--- config.mk ---
export PLATFORM = sky130hd
export DESIGN_NAME = bbox_scan_ctrl
export DESIGN_NICKNAME = d
export VERILOG_FILES = /design/src/rtl/bbox_scan_ctrl.sv
export SDC_FILE = /design/constraint.sdc
export NUM_CORES = 1
export LEC_CHECK = 0
export BUFFER_PORTS_ARGS = -buffer_cell sky130_fd_sc_hd__buf_2
export CORE_ASPECT_RATIO = 0.8
export CORE_MARGIN = 3
export CORE_UTILIZATION = 30
export DETAILED_ROUTE_END_ITERATION = 7
export GPL_ROUTABILITY_DRIVEN = 0
export PLACE_DENSITY = 0.52
export SYNTH_ARGS = -nofsm -noshare
export SYNTH_HDL_FRONTEND = slang
export SYNTH_SLANG_ARGS = --single-unit
--- constraint.sdc ---
create_clock -name CLOCK_50 -period 7.1 [get_ports CLOCK_50]
set_clock_uncertainty 0.1 [all_clocks]
set_input_delay 0.71 -clock CLOCK_50 [delete_from_list [all_inputs] [get_ports CLOCK_50]]
set_output_delay 0.71 -clock CLOCK_50 [all_outputs]
set_load 0.01 [all_outputs]
--- src/rtl/bbox_scan_ctrl.sv ---
// Raster-scan read sequencer: walks the image RAM in row-major order and emits a
// valid/ready pixel stream tagged with x/y/last, absorbing RAM latency and backpressure.
module bbox_scan_ctrl #(
  parameter int unsigned IMG_W  = 768,
  parameter int unsigned IMG_H  = 512,
  parameter int unsigned ADDR_W = 19,
  parameter int unsigned PIX_W  = 24,
  parameter int unsigned RD_LAT = 1,
  parameter int unsigned XW     = 10,
  parameter int unsigned YW     = 10
) (
  input  logic              CLOCK_50,
  input  logic              reset,
  input  logic              start,
  input  logic              abort,
  output logic              busy,
  output logic              done,
  output logic [ADDR_W-1:0] ram_addr,
  output logic              ram_rden,
  input  logic [PIX_W-1:0]  ram_q,
  output logic              pix_valid,
  input  logic              pix_ready,
  output logic [PIX_W-1:0]  pix_data,
  output logic [XW-1:0]     pix_x,
  output logic [YW-1:0]     pix_y,
  output logic              pix_last
);

  localparam int unsigned D  = RD_LAT + 1;
  localparam int unsigned PW = $clog2(D);
  localparam int unsigned CW = $clog2(D + 1);

  localparam logic [1:0] StIdle  = 2'd0;
  localparam logic [1:0] StIssue = 2'd1;
  localparam logic [1:0] StDrain = 2'd2;
  localparam logic [1:0] StDone  = 2'd3;

  logic [1:0]        state_q, state_d;
  logic [ADDR_W-1:0] addr_q;
  logic [XW-1:0]     ix_q;
  logic [YW-1:0]     iy_q;
  logic [CW-1:0]     outst_q;
  logic              issue_last;
  logic              push;
  logic              pop;

  // Tag pipeline that travels alongside each read until ram_q is valid.
  logic              sr_vld_q  [RD_LAT];
  logic [XW-1:0]     sr_x_q    [RD_LAT];
  logic [YW-1:0]     sr_y_q    [RD_LAT];
  logic              sr_last_q [RD_LAT];

  logic [PIX_W-1:0]  mem_data [D];
  logic [XW-1:0]     mem_x    [D];
  logic [YW-1:0]     mem_y    [D];
  logic              mem_last [D];
  logic [PW-1:0]     wr_ptr_q, rd_ptr_q;
  logic [CW-1:0]     count_q;

  function automatic logic [PW-1:0] ptr_inc(input logic [PW-1:0] p);
    return (p == PW'(D - 1)) ? '0 : p + PW'(1);
  endfunction

  assign issue_last = (ix_q == XW'(IMG_W - 1)) && (iy_q == YW'(IMG_H - 1));
  assign pix_valid  = (count_q != '0);
  assign pop        = pix_valid && pix_ready;
  assign push       = sr_vld_q[RD_LAT-1];

  // A same-cycle pop frees a slot, so one read per cycle is sustained with pix_ready high.
  assign ram_rden = (state_q == StIssue) && ((outst_q < CW'(D)) || pop);
  assign ram_addr = addr_q;
  assign busy     = (state_q == StIssue) || (state_q == StDrain);
  assign done     = (state_q == StDone);

  // Outputs are gated so an empty FIFO presents zeros rather than stale entries.
  assign pix_data = pix_valid ? mem_data[rd_ptr_q] : '0;
  assign pix_x    = pix_valid ? mem_x[rd_ptr_q]    : '0;
  assign pix_y    = pix_valid ? mem_y[rd_ptr_q]    : '0;
  assign pix_last = pix_valid && mem_last[rd_ptr_q];

  always_comb begin
    state_d = state_q;
    case (state_q)
      StIdle:  if (start) state_d = StIssue;
      StIssue: if (ram_rden && issue_last) state_d = StDrain;
      StDrain: if (pop && pix_last) state_d = StDone;
      default: state_d = StIdle;
    endcase
    if (abort) state_d = StIdle;
  end

  always_ff @(posedge CLOCK_50) begin
    if (reset || abort) begin
      state_q  <= StIdle;
      addr_q   <= '0;
      ix_q     <= '0;
      iy_q     <= '0;
      outst_q  <= '0;
      wr_ptr_q <= '0;
      rd_ptr_q <= '0;
      count_q  <= '0;
    end else begin
      state_q <= state_d;
      if (ram_rden) begin
        addr_q <= addr_q + ADDR_W'(1);
        if (ix_q == XW'(IMG_W - 1)) begin
          ix_q <= '0;
          iy_q <= iy_q + YW'(1);
        end else begin
          ix_q <= ix_q + XW'(1);
        end
      end else if ((state_q == StIdle) || (state_q == StDone)) begin
        addr_q <= '0;
        ix_q   <= '0;
        iy_q   <= '0;
      end
      case ({ram_rden, pop})
        2'b10:   outst_q <= outst_q + CW'(1);
        2'b01:   outst_q <= outst_q - CW'(1);
        default: outst_q <= outst_q;
      endcase
      if (push) wr_ptr_q <= ptr_inc(wr_ptr_q);
      if (pop)  rd_ptr_q <= ptr_inc(rd_ptr_q);
      case ({push, pop})
        2'b10:   count_q <= count_q + CW'(1);
        2'b01:   count_q <= count_q - CW'(1);
        default: count_q <= count_q;
      endcase
    end
  end

  for (genvar g = 0; g < RD_LAT; g++) begin : g_stage
    if (g == 0) begin : g_head
      always_ff @(posedge CLOCK_50) begin
        if (reset || abort) sr_vld_q[g] <= 1'b0;
        else                sr_vld_q[g] <= ram_rden;
      end
      always_ff @(posedge CLOCK_50) begin
        sr_x_q[g]    <= ix_q;
        sr_y_q[g]    <= iy_q;
        sr_last_q[g] <= issue_last;
      end
    end else begin : g_tail
      always_ff @(posedge CLOCK_50) begin
        if (reset || abort) sr_vld_q[g] <= 1'b0;
        else                sr_vld_q[g] <= sr_vld_q[g-1];
      end
      always_ff @(posedge CLOCK_50) begin
        sr_x_q[g]    <= sr_x_q[g-1];
        sr_y_q[g]    <= sr_y_q[g-1];
        sr_last_q[g] <= sr_last_q[g-1];
      end
    end
  end

  // Payload storage needs no reset: occupancy is tracked by count_q alone.
  always_ff @(posedge CLOCK_50) begin
    if (push) begin
      mem_data[wr_ptr_q] <= ram_q;
      mem_x[wr_ptr_q]    <= sr_x_q[RD_LAT-1];
      mem_y[wr_ptr_q]    <= sr_y_q[RD_LAT-1];
      mem_last[wr_ptr_q] <= sr_last_q[RD_LAT-1];
    end
  end

endmodule
# Word-level counts from Yosys, hierarchy flattened
# Memories as Yosys holds them, arrays and structs flattened. A register that Yosys moved wholly into a read port is not among the register bits.
# Cells that the tools add are included.
# word_totals
register_bits	47
ramBits	112
output_inout_bits	68
mem_count	8
# classes
add_sub_neg	9
order_cmp	1
eq_ne	13
muxes	33
reduce_logical	19
# mem_list
name	depth	width	rd	rd_clocked_by_memory_dff	wr	line_no	rtl
mem_data	2	24	1	1	1	53	logic [PIX_W-1:0] mem_data [D];
mem_x	2	10	1	1	1	54	logic [XW-1:0] mem_x [D];
mem_y	2	10	1	1	1	55	logic [YW-1:0] mem_y [D];
sr_x_q	1	10	1	0	1	49	logic [XW-1:0] sr_x_q [RD_LAT];
sr_y_q	1	10	1	0	1	50	logic [YW-1:0] sr_y_q [RD_LAT];
mem_last	2	1	1	1	1	56	logic mem_last [D];
2 more memories	--	--	--	--	--	--	
# op_table
cell	count
$mux 10	7
$mux 19	2
$mux 24	1
$add 10x1->10 const B	2
$add 19x1->19 const B	1
$mux 1	17
$eq 10x10->1 const B	1
$eq 10x9->1 const B	1
$eq 2x2->1 const B	4
$pmux 2 s2	2
$reduce_bool 2->1	4
$eq 2x1->1 const B	3
$logic_and 1x1->1	6
$mux 2	3
$ne 2x1->1 const B	3
$pmux 2 s3	1
$add 2x1->2 const B	2
$logic_or 1x1->1	4
$sub 2x1->2 const B	2
$reduce_and 3->1	1
$add 1x1->1 const B	2
$logic_not 2->1	1
$lt 2x2->1 const B	1
$ne 2x2->1 const B	1
other kinds (3)	3

# Longest topological paths before layout
# Gate-level depths: netlist of run 1.
# depth
word_depth	7
depth_mapped	8

# Worst setup path after synthesis of run 1
# Ideal clock, no wire load.
# synth_timing
path_type	reg2reg
startpoint	memory sr_vld_q[0]
endpoint	memory mem_data[0][0] (enable)
arrival_ns	2.297
required_ns	6.552
slack_ns	4.255
stages_incl_launch_ff	3
path_buffers	0
path_cell_list	dfxtp_1 -> inv_1 -> nor2_1
# synth_between
elab_chain_cells	3
# synth_rtl
element	line_no	rtl
start: declaration	48	logic sr_vld_q [RD_LAT];
$mem_v2 1x1	--	
$mux 1	158	if (push) begin
$mux 1 (not written as such)	159	mem_data[wr_ptr_q] <= ram_q;
end: declaration	53	
# No other way between the ends.

==> impl_metrics.tcl, run 1 <==
set metrics [dict create \
    outcome "completed" \
    num_vias 4257 \
    cpPeakStageDelay_ns 0.58 \
    postCtsSetupRepairBufs 0 \
    grt_pass1_vias 4173 \
    synth_top_area_share_pct 43.5 \
    cts_sinks 160 \
    whs_ns 0.294 \
    yosysTopAreaCell "edfxtp_1" \
    max_freq_mhz 344 \
    cts-root-buf "clkbuf_16" \
    synthTopCellsByArea "edfxtp_1 (43%), dfxtp_1 (23%), mux2i_1 (7.7%)" \
    fin_area_mm2 0.00759 \
    io_pins 97 \
    r2r-end "ram_addr[11]" \
    rr_worst_depth 7 \
    period_needed_ns 2.91 \
    critPathCaptureType "primary output" \
    worst-path-buf-inv 2 \
    avgSynthCellArea_um2 12.3 \
    cts_max_level 4 \
    rows 46 \
    grt_max_degree 47 \
    synth_area_mm2 0.00622 \
    synth.cells.most_frequent "edfxtp_1 (90), nor2_1 (77), dfxtp_1 (70), mux2i_1 (48), a21oi_1 (28)" \
    yosysSeqAreaShare_pct 66.0 \
    cp.required_ns 6.29 \
    fin_tns_setup_ns 0 \
    ys_seq_elements 160 \
    cts_buffer_depth 2 \
    seqCellArea_mm2 0.00411 \
    grt_first_pass_wirelength_um 21500 \
    ys_warn_count 0 \
    stdcell_count 881 \
    path_max_fanout 38 \
    timing.final.crit_share_pct 41.0 \
    reg2reg_from "count_q[0]" \
    final_core_util_pct 37.8 \
    core-area_mm2 0.0201 \
    ys_types 48 \
    synthCells 507 \
    wl_per_cell_um 15.1 \
    hold_buffers 0 \
    postSynthNetCount 545 \
    clkTransAtPathRegs_ns 0.06 \
    power_density_mw_per_mm2 260 \
    ir_drop_uv 124 \
    multi_input_area_mm2 0.00199 \
    first_iter_violations 224 \
    synthToLayoutAreaGrowth_pct 22.0 \
    clkLatencyLatePin_ns 0.42 \
    fp.dieH_um 135 \
    die_w_um 167 \
    min_to "sr_x_q[0][9]" \
    leakagePower_nw 2.67 \
    grt.overflow.total 0 \
    drc 0 \
    placed_cells 849 \
    cap_viol_max_count 0 \
    pre_cts_ws_ns 4.28 \
    ys.flop_type "edfxtp_1" \
    place_area_mm2 0.00698 \
    min-delay-start "ix_q[9]" \
    drt-total-wl_um 13300 \
    synth_edf_count 90 \
    cts_buffers 17 \
    antenna_found_initial 1 \
    antenna_cells 0 \
    n_fill_cell 1961 \
    hp-class "reg2reg" \
    place.detailed.hpwl_um 8770 \
    hold_violations 0 \
    worstMarginPinSlew_ns 1.11 \
    fin_nets 642 \
    critPathArrivalTime_ns 2.10 \
    critPathSlowestCell "buf_4" \
    initial_core_util_pct 31.0 \
    setup_ws_ns 4.19 \
    drive_gt1_share_pct 23.2 \
    via_per_inst 4.83 \
    relSlewSlack_pct 26.1 \
    grt_usage_pct 12.0 \
    cts-resized-gates 0 \
    portBuffers 96 \
    async_reset_ff_share_pct 0 \
    r2r_setup_slack_ns 4.51 \
    slew_violations 0 \
    power.total_mw 1.97 \
    cts_tree "built" \
    critPathLaunchType "flip-flop" \
    die_area_mm2 0.0225 \
    first_pass_iters 4 \
    yosysMostFrequentCell "edfxtp_1" \
    path_cells "buf_4, mux2i_1, nor2_1, buf_2" \
    setup_viol 0 \
    rsz0062_at_grt "false" \
    path_class "reg2out" \
    critPathTopFamily "buffers and inverters" \
    holdPathStages 0 \
    drt.antenna.violating_nets 0 \
]
## metal layers
metal	vias up	wire (µm)	GRT usage, %
met3	13	1030	4.30
met2	163	5560	17.9
met4	2	144	3.57
li1	2051	-	-
met5	-	13	0
met1	2028	6600	16.5
## cells by family (layout without fill, tap and decap cells)
group,count (synthesis),in the layout,synth area share (%)
and+or+nand+nor,162,162,12.3
DFF,160,160,66.0
AOI/OAI and AO/OA,81,81,8.09
muxes,49,49,7.91
buffers and inverters,35,145,2.35
xor gates and xnor gates,11,11,1.55
adders and majority gates,9,9,1.81
## cells in the final DEF, fill, tap and decap left out, drive strengths merged, types with 4 or more instances in the layout
cell type	synthesis	final
or4	6	6
xnor2	6	6
clkinv	0	4
nor2	77	77
nand2	23	23
clkbuf	18	18
edfxtp	90	90
or3	8	8
nand4	4	4
dfxtp	70	70
a21oi	28	28
and3	7	7
o21ai	22	22
a311oi	8	8
buf	4	100
xor2	5	5
nand3	16	16
nor3	7	7
inv	13	18
a31oi	4	4
mux2i	48	48
ha	9	9
## how the worst max path moves through the flow
| stage | endpoint | cells past startpoint | slack (ns) | from |
|---|---|---|---|---|
| 2_1_floorplan | mem_data[0][0] | 2 | 4.26 | sr_vld_q[0] |
| 3_5_place_dp | iy_q[5] | 8 | 4.28 | pix_ready |
| 4_1_cts | pix_last | 4 | 4.11 | flip-flop |
| 6_report | pix_last | 4 | 4.19 | flip-flop |
| 3_3_place_gp | iy_q[5] | 8 | 4.44 | pix_ready |
| 5_1_grt | pix_last | 4 | 4.00 | flip-flop |
## final cells by class
cell class / count / share of cell area, %
tap: 264 / 4.35
clock inverter: 14 / 2.34
sequential: 160 / 54.1
inverter: 13 / 0.643
timing repair buffer: 100 / 6.73
multi-input combinational: 312 / 26.2
clock buffer: 18 / 5.66
## state kept, by name, summed over array words and instances (netlist names), 2 cells and up, named ones only
name      flops
mem_data     48
mem_x        20
mem_y        20
ram_addr     19
ix_q         10
iy_q         10
sr_x_q       10
sr_y_q       10
count_q       2
mem_last      2
outst_q       2
state_q       2
## report_power, final
part / switching, mW / internal (mW)
Sequential: 0.00271 / 0.980
Combinational: 0.0406 / 0.0187
Clock: 0.369 / 0.559
Total: 0.413 / 1.56
No activity file was read; power rests on OpenSTA's default activity.
==> run 2, diff against run 1 <==
--- a/config.mk
+++ b/config.mk
@@ -11,7 +11,7 @@
 export CORE_UTILIZATION = 30
 export DETAILED_ROUTE_END_ITERATION = 7
 export GPL_ROUTABILITY_DRIVEN = 0
-export PLACE_DENSITY = 0.52
+export PLACE_DENSITY = 0.53
 export SYNTH_ARGS = -nofsm -noshare
 export SYNTH_HDL_FRONTEND = slang
 export SYNTH_SLANG_ARGS = --single-unit
==> constraint.sdc (replaced) <==
create_clock -name CLOCK_50 -period 2.45 [get_ports CLOCK_50]
set_clock_uncertainty 0.1 [all_clocks]
set_input_delay 0.245 -clock CLOCK_50 [delete_from_list [all_inputs] [get_ports CLOCK_50]]
set_output_delay 0.245 -clock CLOCK_50 [all_outputs]
set_load 0.01 [all_outputs]
==> run 2 against run 1 <==
Against the previous run: final cell count increased by 4.9%; global-route usage increased by 0.079 points; final area increased by 5.2%; wire length is 0.39% higher; sequential power rose to 2.9 times the previous value; count of clock-buffer cells in the layout grew 2.
==> impl_metrics.tcl, run 2 (synthesized netlist as in run 1, its figures left out) <==
set metrics [dict create \
    outcome "completed" \
    reg_top3 "mem_data (48), mem_x (20), mem_y (20)" \
    worst-path-buf-inv 0 \
    slew_violations 0 \
    max_freq_mhz 439 \
    grt_max_degree 47 \
    synthToLayoutAreaGrowth_pct 28.3 \
    drc 0 \
    hold_violations 0 \
    die_area_mm2 0.0225 \
    io_pins 97 \
    critPathSlowestCell "or4_1" \
    antenna_cells 0 \
    cts_tree "built" \
    rsz0062_at_grt "false" \
    cap_viol_max_count 0 \
    clkLatencyLatePin_ns 0.41 \
    hp-class "in2reg" \
    mostFrequentLayoutCell "buf_2" \
    seqCellArea_mm2 0.00411 \
    cts_max_level 4 \
    place.detailed.hpwl_um 8880 \
    drive_gt1_share_pct 24.8 \
    via_per_inst 4.66 \
    grt_usage_pct 12.1 \
    drt-total-wl_um 13400 \
    cts_buffer_depth 2 \
    worstMarginPinSlew_ns 0.750 \
    path_max_fanout 5 \
    multi_input_area_mm2 0.00199 \
    cts_buffers 17 \
    postCtsSetupRepairBufs 0 \
    cts-root-buf "clkbuf_16" \
    portBuffers 96 \
    relSlewSlack_pct 50.0 \
    critPathCaptureType "flip-flop" \
    grt_first_pass_wirelength_um 21700 \
    ir_drop_uv 420 \
    timing.final.crit_share_pct 92.9 \
    period_needed_ns 2.28 \
    cpPeakStageDelay_ns 0.49 \
    first_pass_iters 4 \
    critPathLaunchType "flip-flop" \
    path_cells "ha_2, nand3_2, or3_4, o41a_1, or4_1, a21oi_1" \
    setup_viol 0 \
    clkTransAtPathRegs_ns 0.07 \
    cts_sinks 160 \
    fin_tns_setup_ns 0 \
    die_w_um 167 \
    drt.antenna.violating_nets 0 \
    critPathArrivalTime_ns 2.51 \
    n_fill_cell 1897 \
    place_area_mm2 0.00715 \
    antenna_found_initial 1 \
    num_vias 4303 \
    final_cell_mix "buf_2 (96), edfxtp_1 (90), nor2_1 (75)" \
    cp.required_ns 2.68 \
    core-area_mm2 0.0201 \
    leakagePower_nw 2.86 \
    largest_reg_flops 48 \
    fin_area_mm2 0.00798 \
    critPathTopFamily "simple AND/OR/NAND/NOR gates" \
    grt_pass1_vias 4303 \
    grt.overflow.total 0 \
    final_core_util_pct 39.7 \
    regMostFlops "mem_data" \
    initial_core_util_pct 31.0 \
    fin_nets 685 \
    path_class "reg2reg" \
    rows 46 \
    power_density_mw_per_mm2 706 \
    wl_per_cell_um 14.5 \
    fp.dieH_um 135 \
    first_iter_violations 156 \
]
## run 2: changes by cell type in the layout (fill, tap and decap cells not counted), moves of 2 or more
cell           change
inv_8              +2
buf_12             +2
buf_4             +17
bufinv_16          -3
dlygate4sd3_1     +24
clkbuf_16          +2
## run 2: where the power goes
part | switching [mW] | total [mW] | internal [mW]
clock network | 1.11 | 2.56 | 1.46
registers | 0.00678 | 2.85 | 2.84
logic | 0.130 | 0.224 | 0.0941
total | 1.24 | 5.63 | 4.39
## run 2: through the flow
stage                     total power, mW  worst slack (ns)  cells  hold slack (ns)
after detailed placement             3.10            0.0870    868            0.277
after floorplan                      3.01             0.128    507            0.244
final                                5.63             0.173    924           0.0341
after global placement               3.09             0.184    868            0.269
after global routing                 5.85           0.00483    924           0.0387
after CTS                            5.70            0.0611    924          0.00710
## run 2: timing repair
action	4_1_cts	5_1_grt
hold buffers	24	0
endpoints found under the setup margin	0	10
resized for setup	0	2
hold endpoints to repair	48	0
## run 2: area by class of cell
class                      count  share of cell area (%)
clock buffer                  20                    6.01
timing repair buffer         143                    11.5
sequential                   160                    51.5
tap                          264                    4.14
multi-input combinational    312                    24.9
inverter                      13                   0.612
clock inverter                12                    1.36
## run 2: layer usage
layer	vias to the layer above	GRT usage [%]	share of wire [%]
li1	2147	-	-
met1	2011	16.2	48
met2	131	18.9	44
met3	12	4.30	7.0
met4	2	2.79	0.73
met5	-	0	0.097
## run 2: worst paths after layout
check / from / endpoint / slack [ns] / cells after the start
max: ix_q[1] / state_q[0] / 0.17 / 6
min: reset / ram_addr[13] / 0.03 / 3
max reg2reg: ix_q[1] / state_q[0] / 0.17 / 6
min reg2reg: iy_q[5] / sr_y_q[0][5] / 0.28 / 0
## run 2: worst reg2reg max path, stage by stage, from the launching register on
cell	delay [ns]
dfxtp_1	0.35
ha_2	0.21
nand3_2	0.09
or3_4	0.43
o41a_1	0.36
or4_1	0.49
a21oi_1	0.18
==> run 3, diff against run 2 <==
--- a/config.mk
+++ b/config.mk
@@ -6,12 +6,14 @@
 export NUM_CORES = 1
 export LEC_CHECK = 0
 export BUFFER_PORTS_ARGS = -buffer_cell sky130_fd_sc_hd__buf_2
+export CELL_PAD_IN_SITES_DETAIL_PLACEMENT = 1
+export CELL_PAD_IN_SITES_GLOBAL_PLACEMENT = 1
 export CORE_ASPECT_RATIO = 0.8
 export CORE_MARGIN = 3
 export CORE_UTILIZATION = 30
 export DETAILED_ROUTE_END_ITERATION = 7
 export GPL_ROUTABILITY_DRIVEN = 0
-export PLACE_DENSITY = 0.53
+export PLACE_DENSITY = 0.62
 export SYNTH_ARGS = -nofsm -noshare
 export SYNTH_HDL_FRONTEND = slang
 export SYNTH_SLANG_ARGS = --single-unit
==> constraint.sdc (replaced) <==
create_clock -name CLOCK_50 -period 2.45 [get_ports CLOCK_50]
set_clock_uncertainty 0.1 [all_clocks]
set_input_delay 0.245 -clock CLOCK_50 [delete_from_list [all_inputs] [get_ports CLOCK_50]]
set_output_delay 0.245 -clock CLOCK_50 [all_outputs]
set_load 0.1 [all_outputs]
==> run 3 against run 2 <==
Against the previous run: critical path depth unchanged; combinational power up 38%; clock power increased by 5%; hold slack better by 0.12 ns; sequential power about the same; final cell count is 0.43% higher; die area stayed put; first-iteration DRC count grew 5.8%; flip-flop and latch count unchanged; critical path type is now reg2out; largest cell class unchanged; highest routed layer is now met4.
==> impl_metrics.tcl, run 3 (synthesized netlist as in run 1, its figures left out) <==
set metrics [dict create \
    path_class "reg2out" \
    core-area_mm2 0.0201 \
    place.detailed.hpwl_um 10100 \
    grt_pass1_vias 4776 \
    power_frac_comb_pct 5.3 \
    drt-total-wl_um 15000 \
    crit_top_cell "buf_4" \
    r2r_setup_slack_ns 0.13 \
    period_needed_ns 2.34 \
    r2r-end "state_q[0]" \
    intPower_mw 4.52 \
    fin_tns_setup_ns 0 \
    ir_drop_uv 457 \
    max_freq_mhz 428 \
    wl_per_cell_um 16.2 \
    die_w_um 167 \
    p_seq_share_pct 48.7 \
    rsz0062_at_grt "false" \
    seqCellArea_mm2 0.00412 \
    die_area_mm2 0.0225 \
    leakagePower_nw 2.89 \
    cts-root-buf "clkbuf_16" \
    rr_worst_depth 6 \
    clock_power_share_pct 46.0 \
    reg2reg_from "ix_q[0]" \
    via_per_inst 4.77 \
    reg_top3 "mem_data (48), mem_x (20), mem_y (20)" \
    worst-path-stages 6 \
    num_vias 4425 \
    regMostFlops "mem_data" \
    drc 0 \
    cts_max_level 4 \
    cts_buffer_depth 2 \
    slew_violations 0 \
    p_sw_mw 1.32 \
    critPathTopFamily "buffers and inverters" \
    critPathLaunchType "flip-flop" \
    mostFrequentLayoutCell "buf_2" \
    relSlewSlack_pct 57.2 \
    cp.required_ns 2.11 \
    critPathSlowestCell "dfxtp_1" \
    cpPeakStageDelay_ns 0.35 \
    first_pass_iters 4 \
    netSwitchingFraction_pct 22.6 \
    rows 46 \
    drive_gt1_share_pct 32.7 \
    hp-class "in2reg" \
    critPathCaptureType "primary output" \
    synthToLayoutAreaGrowth_pct 31.5 \
    fin_nets 689 \
    cts_sinks 160 \
    crit_end "ram_rden" \
    timing.final.crit_share_pct 95.4 \
    setup_viol 0 \
    grt_max_degree 46 \
    cts_tree "built" \
    io_pins 97 \
    fp.dieH_um 135 \
    crit_path_start "count_q[1]" \
    portBuffers 96 \
    first_iter_violations 165 \
    power_density_mw_per_mm2 714 \
    multi_input_area_mm2 0.00209 \
    grt_usage_pct 13.7 \
    antenna_cells 0 \
    grt.overflow.total 0 \
    drt.antenna.violating_nets 0 \
    hold_violations 0 \
    cts_buffers 17 \
    path_cells "o21ai_1, inv_1, o21ai_2, inv_2, buf_4, buf_4" \
    final_cell_mix "buf_2 (95), edfxtp_1 (90), dfxtp_1 (60)" \
    postCtsSetupRepairBufs 0 \
    critPathArrivalTime_ns 1.99 \
    worst-path-buf-inv 4 \
    final_core_util_pct 40.7 \
    largest_reg_flops 48 \
    n_fill_cell 2145 \
    outcome "completed" \
    initial_core_util_pct 31.0 \
    clkTransAtPathRegs_ns 0.06 \
    antenna_found_initial 0 \
    clkLatencyLatePin_ns 0.43 \
    worstMarginPinSlew_ns 0.624 \
    grt_first_pass_wirelength_um 24500 \
    cap_viol_max_count 0 \
    path_max_fanout 25 \
]
==> run 3: repair_timing <==
item                                   CTS  global route
pin swaps                                0             1
setup endpoints to repair                1             3
gates cloned                             0             0
hold buffers                            26             0
endpoints found under the hold margin   49             0
resized for setup                        2             3
==> run 3: power by group through the flow <==
stage,Combinational (mW),Sequential (mW),Clock [mW]
3_3_place_gp,0.269,2.90,0
6_report,0.310,2.85,2.69
4_1_cts,0.312,2.85,2.76
5_1_grt,0.336,2.85,2.87
2_1_floorplan,0.176,2.91,0
3_5_place_dp,0.278,2.91,0
==> run 3: worst min-delay path: cells and delay by family <==
family          cells  cell delay (ns)
buf+inv             2             0.25
simple gates        1             0.04
compound gates      1             0.10
==> run 3: routing by layer <==
layer	wire [µm]	track usage, %
met1	7270	17.7
met2	6890	22.5
met3	679	3.54
met4	171	4.95
met5	0	0
==> run 3: worst min-delay path by stage <==
stage | startpoint | to | slack, ns | cells after the start
2_1_floorplan | ram_q[0] | mem_data[0][0] | 0.24 | 0
3_3_place_gp | ix_q[9] | sr_x_q[0][9] | 0.28 | 0
3_5_place_dp | iy_q[6] | sr_y_q[0][6] | 0.27 | 0
4_1_cts | reset | ram_addr[3] | 0.14 | 4
5_1_grt | reset | ram_addr[3] | 0.17 | 4
6_report | reset | ram_addr[3] | 0.15 | 4
==> run 3: layout make-up <==
| cell class | count | share of cell area (%) |
|---|---|---|
| clock inverters | 12 | 1.79 |
| clock buffers | 20 | 5.59 |
| flip-flops and latches | 160 | 50.3 |
| inverters | 13 | 0.597 |
| well taps | 264 | 4.04 |
| repair buffers | 147 | 12.0 |
| multi-input cells | 312 | 25.6 |
==> run 3: through the flow <==
| step | instance area (µm²) | hold slack, ns | power (mW) | instances | setup slack (ns) |
|---|---|---|---|---|---|
| 2_1_floorplan | 6340 | 0.244 | 3.08 | 507 | 0.0176 |
| 3_3_place_gp | 7300 | 0.276 | 3.17 | 870 | 0.114 |
| 3_5_place_dp | 7300 | 0.275 | 3.18 | 870 | 0.0380 |
| 4_1_cts | 8170 | 0.136 | 5.92 | 928 | 0.00238 |
| 5_1_grt | 8180 | 0.169 | 6.05 | 928 | 0.0216 |
| 6_report | 8180 | 0.150 | 5.84 | 928 | 0.112 |
